## src/rtl/d_term_pipe.sv

```systemverilog
// d_term_pipe: pipelined derivative term for the PID controller.
// Stage 1 forms err[n] - err[n-SPAN] without wrap and saturates it to
// DIFF_W bits. Stage 2 multiplies by a programmable signed coefficient.
module d_term_pipe #(
  parameter int                 ERR_W     = 11,
  parameter int                 SPAN      = 2,
  parameter int                 DIFF_W    = 8,
  parameter int                 COEFF_W   = 7,
  parameter logic [COEFF_W-1:0] COEFF_RST = 7'h38
) (
  input  logic                              clk,
  input  logic                              rst_n,
  input  logic signed [ERR_W-1:0]           err_sat,
  input  logic                              err_vld,
  input  logic                              clr,
  input  logic                              coeff_wr,
  input  logic signed [COEFF_W-1:0]         coeff_in,
  output logic signed [DIFF_W+COEFF_W-1:0]  D_term,
  output logic                              D_vld,
  output logic                              hist_full
);

  localparam int PROD_W = DIFF_W + COEFF_W;
  localparam int CNT_W  = $clog2(SPAN + 1);

  // Clamp the ERR_W+1 bit difference into DIFF_W bits. The value fits when
  // every bit from the sign bit down to bit DIFF_W-1 agrees.
  function automatic logic [DIFF_W-1:0] sat_diff(input logic [ERR_W:0] d);
    logic [ERR_W-DIFF_W+1:0] top;
    top = d[ERR_W:DIFF_W-1];
    if ((top == '0) || (top == '1)) begin
      sat_diff = d[DIFF_W-1:0];
    end else if (d[ERR_W]) begin
      sat_diff = {1'b1, {(DIFF_W-1){1'b0}}};
    end else begin
      sat_diff = {1'b0, {(DIFF_W-1){1'b1}}};
    end
  endfunction

  // Index 0 holds the newest sample; index SPAN-1 holds the oldest one.
  logic [ERR_W-1:0]         r_hist [SPAN];
  logic [CNT_W-1:0]         r_cnt;
  logic                     r_full;
  logic [COEFF_W-1:0]       r_coeff;
  logic [DIFF_W-1:0]        r_s1_diff;
  logic                     r_s1_vld;
  logic signed [PROD_W-1:0] r_dterm;
  logic                     r_dvld;

  logic [ERR_W-1:0]         w_oldest;
  logic [ERR_W:0]           w_diff;
  logic signed [PROD_W-1:0] w_diff_x;
  logic signed [PROD_W-1:0] w_coeff_x;
  logic signed [PROD_W-1:0] w_prod;

  assign w_oldest  = r_hist[SPAN-1];
  // One extra bit keeps the difference of two ERR_W values free of wrap.
  assign w_diff    = {err_sat[ERR_W-1], err_sat} - {w_oldest[ERR_W-1], w_oldest};
  // Both operands are sign-extended to the product width, so the low PROD_W
  // bits of the product are the exact signed result (it cannot overflow).
  assign w_diff_x  = {{COEFF_W{r_s1_diff[DIFF_W-1]}}, r_s1_diff};
  assign w_coeff_x = {{DIFF_W{r_coeff[COEFF_W-1]}}, r_coeff};
  assign w_prod    = w_diff_x * w_coeff_x;

  // History shift register, advancing only on valid samples.
  always_ff @(posedge clk or negedge rst_n) begin
    if (!rst_n) begin
      for (int i = 0; i < SPAN; i++) r_hist[i] <= '0;
    end else if (clr) begin
      for (int i = 0; i < SPAN; i++) r_hist[i] <= '0;
    end else if (err_vld) begin
      r_hist[0] <= err_sat;
      for (int i = 1; i < SPAN; i++) r_hist[i] <= r_hist[i-1];
    end
  end

  // Saturating fill counter and its registered "history full" flag.
  always_ff @(posedge clk or negedge rst_n) begin
    if (!rst_n) begin
      r_cnt  <= '0;
      r_full <= 1'b0;
    end else if (clr) begin
      r_cnt  <= '0;
      r_full <= 1'b0;
    end else if (err_vld) begin
      if (r_cnt != CNT_W'(SPAN)) r_cnt <= r_cnt + CNT_W'(1);
      r_full <= (r_cnt >= CNT_W'(SPAN - 1));
    end
  end

  // Coefficient register; a same-cycle multiply still sees the old value.
  always_ff @(posedge clk or negedge rst_n) begin
    if (!rst_n) begin
      r_coeff <= COEFF_RST;
    end else if (clr) begin
      r_coeff <= COEFF_RST;
    end else if (coeff_wr) begin
      r_coeff <= coeff_in;
    end
  end

  // Stage 1: capture the saturated difference alongside its valid bit.
  always_ff @(posedge clk or negedge rst_n) begin
    if (!rst_n) begin
      r_s1_diff <= '0;
      r_s1_vld  <= 1'b0;
    end else if (clr) begin
      r_s1_diff <= '0;
      r_s1_vld  <= 1'b0;
    end else begin
      r_s1_vld <= err_vld;
      if (err_vld) r_s1_diff <= sat_diff(w_diff);
    end
  end

  // Stage 2: multiply; D_term holds its value between valid results.
  always_ff @(posedge clk or negedge rst_n) begin
    if (!rst_n) begin
      r_dterm <= '0;
      r_dvld  <= 1'b0;
    end else if (clr) begin
      r_dterm <= '0;
      r_dvld  <= 1'b0;
    end else begin
      r_dvld <= r_s1_vld;
      if (r_s1_vld) r_dterm <= w_prod;
    end
  end

  assign D_term    = r_dterm;
  assign D_vld     = r_dvld;
  assign hist_full = r_full;

endmodule

```

## config.mk

```make
export PLATFORM = sky130hd
export DESIGN_NAME = d_term_pipe
export DESIGN_NICKNAME = d
export VERILOG_FILES = /design/src/rtl/d_term_pipe.sv
export SDC_FILE = /design/constraint.sdc
export NUM_CORES = 1
export LEC_CHECK = 0
export BUFFER_PORTS_ARGS = -buffer_cell sky130_fd_sc_hd__buf_2
export CORE_UTILIZATION = 51
export DETAILED_ROUTE_END_ITERATION = 7
export GPL_ROUTABILITY_DRIVEN = 1
export PLACE_DENSITY_LB_ADDON = 0.1
export SYNTH_ARGS = -nofsm -noshare
export SYNTH_HDL_FRONTEND = slang
export SYNTH_SLANG_ARGS = --single-unit
```

## constraint.sdc

```tcl
create_clock -name clk -period 5.55 [get_ports clk]
set_input_delay 0.8325 -clock clk [delete_from_list [all_inputs] [get_ports clk]]
set_output_delay 0.8325 -clock clk [all_outputs]
set_load 0.02 [all_outputs]
```

Word level (Yosys, flattened, before mapping)
Index checks and enable logic that the tools add are counted.
- register bits after elaboration: 57
- input bits: 23
- output and inout bits: 17
- word-level logic and storage cells: 39
- $add $sub $neg: 2
- multipliers: 1
- magnitude comparators: 1
- eq/ne operators: 2
- mux-type cells: 17
- reductions and logical operators: 7
- operators with widths (cell ; number):
    22-bit 2-to-1 mux ; 2
    8-bit 2-to-1 mux ; 4
    15-bit 2-to-1 mux ; 2
    8-bit by 7-bit multiplier with 15-bit output ; 1
    7-bit 2-to-1 mux ; 2
    11-bit by 11-bit subtractor with 12-bit output ; 1
    2-bit nonzero test ; 4
    2-bit 2-to-1 mux ; 3
    5-bit equality test (second input constant) ; 1
    5-bit zero test ; 1
    1-bit 2-to-1 mux ; 4
    2-bit by 1-bit adder with 2-bit output (second input constant) ; 1
    2-bit by 1-bit greater-or-equal comparator with 1-bit output (second input constant) ; 1
    2-bit inequality test (second input constant) ; 1
    2-bit AND reduction ; 1
    1-bit logical OR ; 1

Depth between registers and ports, before layout
Gate-level depths: netlist of run 1.
- depth in word-level cells: 6
- depth in mapped cells: 18
- depth with buffers taken out: 17

Worst setup path before layout of run 1
No wires, ideal clock.
- path type: flip-flop to flip-flop
- from: register r_coeff[3]
- to: register r_dterm[14] (netlist: D_term[14])
- library setup time: 94 ps
- data arrival time: 4515 ps
- slack: 941 ps
- stages on the path, launching flop included: 17
- cell sequence: dfstp_2 -> clkbuf_1 -> nand2_1 -> fa_1 -> fa_1 -> inv_1 -> fa_1 -> inv_1 -> fa_1 -> inv_1 -> ha_1 -> and3_1 -> a21oi_1 -> o21ai_0 -> o41ai_1 -> xnor2_1 -> a211oi_1
- word-level cells in the longest chain between the ends: 3
- ends and longest elaborated chain (item ; line ; text):
    start, declared ; 44 ; logic [COEFF_W-1:0] r_coeff;
    start signal, assigned ; 98 ; r_coeff <= coeff_in;
    8-bit by 7-bit multiplier with 15-bit output ; 63 ; assign w_prod = w_diff_x * w_coeff_x;
    15-bit 2-to-1 mux ; 126 ; if (r_s1_vld) r_dterm <= w_prod;
    15-bit 2-to-1 mux ; 121 ; end else if (clr) begin
    end signal, assigned ; 126 ;
    end, declared ; 47 ; logic signed [PROD_W-1:0] r_dterm;
Every way passes these cells. The select of a mux whose other input is x is not followed.
A chain may end at the register's enable or synchronous reset.

Final worst setup path of run 1
- from: register r_s1_diff[0]
- to: register r_dterm[13] (netlist: D_term[13])
- word-level cells in the longest chain between the ends: 3
- ends and longest elaborated chain (item ; line ; text):
    start, declared ; 45 ; logic [DIFF_W-1:0] r_s1_diff;
    start signal, assigned ; 112 ; if (err_vld) r_s1_diff <= sat_diff(w_diff);
    8-bit by 7-bit multiplier with 15-bit output ; 63 ;
    15-bit 2-to-1 mux ; 126 ;
    15-bit 2-to-1 mux ; 121 ;
Every way passes these cells. The select of a mux whose other input is x is not followed.

==> results of run 1 <==
-- through the flow --
step	utilization, %	total power [mW]	std cells	hold slack, ns
final	57.8	1.60	718	0.501
after global routing	57.8	1.76	718	0.535
after CTS	57.8	1.63	718	0.508
after detailed placement	55.9	1.26	702	0.491
after global placement	55.9	1.24	702	0.484
after floorplan	-	1.09	543	0.486
-- worst max-delay path: cells and delay by family (launching register included) --
kind,cells,cell delay (ns)
adders and majority gates,5,2.45
and+or+nand+nor,3,0.78
DFF,1,0.47
buffers and inverters,3,0.15
AOI/OAI and AO/OA,4,0.76
-- cell usage in the layout, fill, tap and decap left out, drive strengths merged, types with 5 or more instances in the layout --
cell type	instances
inv	95
nor2	60
dfrtp	54
fa	45
ha	43
buf	41
mux2i	36
and2	32
nand2	21
xnor2	18
a21oi	18
o21ai	13
clkbuf	11
nand2b	8
nand3	7
nor2b	7
nor3	7
a211oi	5
a221o	5
a211o	5
clkinv	5
-- layout make-up --
class / instances / area share, %
flip-flops and latches: 57 / 25.3
clock inverters: 5 / 0.709
clock buffers: 11 / 2.50
multi-input cells: 376 / 58.5
well taps: 133 / 2.95
inverters: 95 / 6.32
repair buffers: 41 / 3.72
-- layer usage --
layer	vias to the layer above	global-route usage, %	part of all wire (%)
met4	0	7.03	1.8
met3	15	3.59	2.5
met5	-	0	0
li1	1842	-	-
met1	1756	24.6	46
met2	45	35.2	50
-- registers in the layout, indices dropped and copies added (netlist names) --
signal     count
r_s1_vld       1
r_s1_diff      8
r_coeff        7
D_vld          1
r_cnt          2
hist_full      1
D_term        15
w_oldest      11
r_hist        11
-- cells by family after synthesis --
logic type	count (synthesis)
buffers and inverters	110
multiplexers	37
flip-flops	57
adder cells (fa/ha/maj)	88
AO/OA/AOI/OAI	71
XOR/XNOR	22
AND/OR/NAND/NOR	158
-- power breakdown --
| part | internal, mW | switching [mW] | total (mW) | leakage, nW |
|---|---|---|---|---|
| clock network | 0.177 | 0.188 | 0.365 | 0.0939 |
| logic | 0.323 | 0.418 | 0.740 | 2.04 |
| registers | 0.455 | 0.0406 | 0.495 | 0.756 |
-- final timing paths --
check                             startpoint           to  cells after the start
worst max-delay path            r_s1_diff[0]   D_term[13]                     15
worst min-delay path               D_term[9]    D_term[9]                      1
worst max register to register  r_s1_diff[0]   D_term[13]                     15
worst min register to register     D_term[9]    D_term[9]                      1
max in group asynchronous              rst_n  w_oldest[6]                      2
min in group asynchronous              rst_n    D_term[7]                      2
==> results.json, run 1 <==
{
  "tns_ns": 0,
  "yosysWarnings": 0,
  "ys_ff_latch": 57,
  "synth_edf_count": 0,
  "synth_mux_area_share_pct": 7.21,
  "yosysMostFrequentCell": "inv_1",
  "drv_cap": 0,
  "antenna_found_initial": 0,
  "path_common_cell": "fa_1",
  "syn_to_final_growth_pct": 9.49,
  "cp_max_fo": 8,
  "finalHoldViolCount": 0,
  "clkLatencyLatePin_ns": 0.35,
  "status": "finished clean",
  "cts_tree": "done",
  "synth_compound_area_share_pct": 9.58,
  "grt_max_degree": 58,
  "fmax_ghz": 0.211,
  "first_pass_iters": 4,
  "drtAntennaViolNets": 0,
  "min_path_type": "flip-flop to flip-flop",
  "worstSetupEndpointType": "flip-flop",
  "ys_seq_area_share_pct": 27.7,
  "drtIter0Drc": 99,
  "die_w_um": 103,
  "cellPowerDensity_nw_per_um2": 284,
  "yosysUniqueCellTypes": 53,
  "slew_headroom_pct": 45.5,
  "period_share_pct": 85.5,
  "routabilityCongestion": 0.856,
  "fin_crit_ns": 4.74,
  "synthAdderAreaFrac_pct": 27.9,
  "synth_area_leader_cell": "dfrtp_1",
  "fillers": 873,
  "worstPathArrival_ns": 4.97,
  "routed_wirelength_um": 9400,
  "regToRegSetupSlack_ns": 0.81,
  "rsz0062_at_grt": "false",
  "fp.coreArea_sq_um": 9770,
  "start_util_pct": 52.8,
  "io_pins": 40,
  "die_h_um": 103,
  "tightestPinTransition_ns": 0.817,
  "syn_area_per_cell_sq_um": 9.50,
  "seq_area_sq_um": 1430,
  "post-place-ws_ns": 0.797,
  "synth_top_flop_cell": "dfrtp_1",
  "die_area_sq_um": 10500,
  "multi_input_area_sq_um": 3300,
  "postCtsSetupBuffers": 0,
  "placed_cell_area_sq_um": 5470,
  "yosys.area_share.simple_pct": 15.6,
  "holdBufCountCts": 0,
  "cts_resized": 0,
  "hpwlAfterDp_um": 7410,
  "maxSlewViolCount": 0,
  "startpoint_type": "flip-flop",
  "grt_overflow_total": 0,
  "viasPerCell": 5.09,
  "synthTopCellsByArea": "dfrtp_1 (26%), fa_1 (17%), ha_1 (10%)",
  "htreeDepth": 3,
  "path_cells": "nand2b_1 -> fa_1 -> fa_1 -> inv_1 -> fa_1 -> inv_1 -> fa_1 -> inv_1 -> ha_1 -> o21a_1 -> o21ai_0 -> a211oi_1 -> or4_1 -> nand3_1 -> a21oi_1",
  "vdd.ir_drop.worst_mv": 0.134,
  "antennaDiodeCount": 0,
  "synth_area_sq_um": 5160,
  "final.setup.worst_slack_ns": 0.805,
  "grt_pass1_vias": 3532,
  "finalSetupViolations": 0,
  "skew_ns": 0.00727,
  "path_clk_slew_ns": 0.07,
  "yosysTopAreaCellShare_pct": 26.2,
  "p_leak_nw": 2.89,
  "drc": 0,
  "cp.required_ns": 5.77,
  "wl_per_cell_um": 13.1,
  "ys_async_sr_fraction_pct": 100,
  "cp_slowest_stage_delay_ns": 0.55,
  "grt_pass1_wl_um": 16200,
  "synth_cells": 543,
  "final_area_sq_um": 5650,
  "slowest_stage": "fa_1",
  "synth_fp_nets": 654,
  "grt_usage_pct": 20.0,
  "port_buffers": 39,
  "cts_sinks": 57,
  "numCtsBuffers": 9,
  "vias": 3658,
  "clock_path_buffers": 2,
  "rows": 36,
  "drive_gt1_share_pct": 11.5,
  "nets": 691,
  "synthTopCellsByCount": "inv_1 (94), nor2_1 (60), dfrtp_1 (54), fa_1 (45), ha_1 (43)",
  "root_buffer": "clkbuf_8",
  "path_class": "flip-flop to flip-flop",
  "synthXorXnorAreaFrac_pct": 3.74,
  "synth_top_family_by_area": "adder cells"
}
No activity file was read; power rests on OpenSTA's default activity.
==> run 2, diff against run 1 <==
- clock period: 5.55 -> 4.92 ns (I/O delays scaled with it)
==> run 2 against run 1 <==
Die area unchanged; via count increased by 0.52%; non-clock buffer count increased by 3; sequential share of layout area decreased by 0.15 points; clock power increased by 22%; core utilization increased by 0.33 points; setup slack got worse by 0.55 ns; hold slack got worse by 0.0026 ns; total power increased by 15%; first-iteration DRC count decreased by 32%; sequential power increased by 13%; critical path type unchanged; largest cell class unchanged; largest power group unchanged.
==> results.json, run 2 (synthesis gave the netlist of run 1 again) <==
{
  "status": "finished clean",
  "reg2regPathDepth": 15,
  "final.setup.worst_slack_ns": 0.258,
  "routabilityCongestion": 0.805,
  "min_path_type": "flip-flop to flip-flop",
  "r2r-start": "r_coeff[3]",
  "timing.hold.ws_ns": 0.498,
  "drtIter0Drc": 67,
  "io_pins": 40,
  "mostFrequentLayoutCells": "inv_1 (94), nor2_1 (60), dfrtp_1 (54), fa_1 (45), ha_1 (43)",
  "cts_tree": "done",
  "fin_crit_ns": 4.66,
  "slowest_stage": "fa_1",
  "post-place-ws_ns": 0.177,
  "die_h_um": 103,
  "tightestPinTransition_ns": 0.835,
  "path_cells": "nand2_1 -> fa_1 -> fa_1 -> inv_1 -> fa_1 -> inv_1 -> fa_1 -> inv_1 -> ha_1 -> and3_1 -> a21oi_1 -> o21ai_0 -> o41ai_1 -> xnor2_1 -> a211oi_1",
  "numCtsBuffers": 9,
  "drive_gt1_share_pct": 11.9,
  "cpLargestDelayFamily": "adder cells",
  "start_util_pct": 52.8,
  "finalHoldViolCount": 0,
  "routed_wirelength_um": 9770,
  "cts_sinks": 57,
  "grt_pass1_vias": 3732,
  "die_w_um": 103,
  "grt_overflow_total": 0,
  "drtAntennaViolNets": 0,
  "finalSetupViolations": 0,
  "clock_path_buffers": 2,
  "antennaDiodeCount": 0,
  "drc": 0,
  "endpoint": "D_term[14]",
  "antenna_found_initial": 0,
  "holdBufCountCts": 0,
  "rows": 36,
  "fmax_ghz": 0.215,
  "p_leak_nw": 2.90,
  "worst-path-stages": 15,
  "hpwlAfterDp_um": 7560,
  "largest_reg_flops": 15,
  "final_common_cell": "inv_1",
  "slew_headroom_pct": 44.3,
  "worstSetupEndpointType": "flip-flop",
  "cellPowerDensity_nw_per_um2": 325,
  "grt_max_degree": 58,
  "tns_ns": 0,
  "vdd.ir_drop.worst_mv": 0.160,
  "root_buffer": "clkbuf_8",
  "path_common_cell": "fa_1",
  "cp_slowest_stage_delay_ns": 0.64,
  "port_buffers": 39,
  "path_clk_slew_ns": 0.07,
  "startpoint_type": "flip-flop",
  "maxSlewViolCount": 0,
  "period_share_pct": 94.8,
  "reg2reg_to": "D_term[14]",
  "grt_pass1_wl_um": 16900,
  "first_pass_iters": 4,
  "vias": 3677,
  "cp.required_ns": 5.17,
  "path_buf_inv": 3,
  "nets": 694,
  "wl_per_cell_um": 13.6,
  "regToRegSetupSlack_ns": 0.26,
  "htreeDepth": 3,
  "skew_ns": 0.00819,
  "worstPathArrival_ns": 4.91,
  "clkLatencyLatePin_ns": 0.34,
  "viasPerCell": 5.10,
  "startpoint": "r_coeff[3]",
  "path_class": "flip-flop to flip-flop",
  "cp_max_fo": 9,
  "rsz0062_at_grt": "false",
  "fp.coreArea_sq_um": 9770,
  "grt_usage_pct": 20.6,
  "die_area_sq_um": 10500,
  "syn_to_final_growth_pct": 10.1,
  "drv_cap": 0
}
[run 2: changes by cell type in the layout (fill, tap and decap cells not counted), sizes merged]
cell      before  now
clkinvlp       0    2
bufinv         0    1
clkinv         5    3
buf           41   44
inv           95   94
[run 2: worst reg2reg max path, cell delays in order (launching register included)]
cell	delay (ns)
dfstp_2	0.61
nand2_1	0.10
fa_1	0.64
fa_1	0.58
inv_1	0.05
fa_1	0.52
inv_1	0.05
fa_1	0.52
inv_1	0.04
ha_1	0.35
and3_1	0.20
a21oi_1	0.10
o21ai_0	0.11
o41ai_1	0.35
xnor2_1	0.12
a211oi_1	0.22
[run 2: metal layers]
layer | GRT usage (%) | wire length, um
met1 | 25.3 | 4450
met2 | 36.9 | 4920
met3 | 3.93 | 273
met4 | 5.60 | 136
met5 | 0 | 0
[run 2: area by class of cell]
cell class,count,area [sq um]
Fill cell,916,4100
Clock buffer,11,131
Clock inverter,5,56.3
Inverter,95,360
Sequential cell,57,1430
Tap cell,133,166
Multi-Input combinational cell,376,3300
Timing Repair Buffer,44,233
[run 2: worst min-delay path by stage]
stage | start | end | slack (ns) | depth (start not counted)
after floorplan | rst_n | D_term[0] | 0.44 | 0
after global placement | D_term[9] | D_term[9] | 0.48 | 1
after detailed placement | D_term[9] | D_term[9] | 0.49 | 1
after CTS | D_term[9] | D_term[9] | 0.51 | 1
after global routing | D_term[9] | D_term[9] | 0.53 | 1
final | D_term[9] | D_term[9] | 0.50 | 1
[run 2: report_power, final]
group	total (mW)	leakage (nW)	internal [mW]	switching [mW]
combinational	0.841	2.05	0.364	0.477
sequential	0.559	0.756	0.513	0.0462
clock	0.446	0.0933	0.234	0.213
total	1.85	2.90	1.11	0.736
[run 2: what timing repair did]
| item | 4_1_cts | 5_1_grt |
|---|---|---|
| endpoints found under the setup margin | 0 | 1 |
| buffers inserted | 0 | 2 |
| gates resized for setup | 0 | 1 |
[run 2: stage by stage]
step	util, %	cells	area, sq um	power [mW]
global placement	56.0	703	5470	1.39
CTS	57.9	719	5660	1.87
global route	58.1	721	5680	2.02
floorplan	-	543	5160	1.23
detailed placement	56.0	703	5470	1.42
finish	58.1	721	5680	1.85
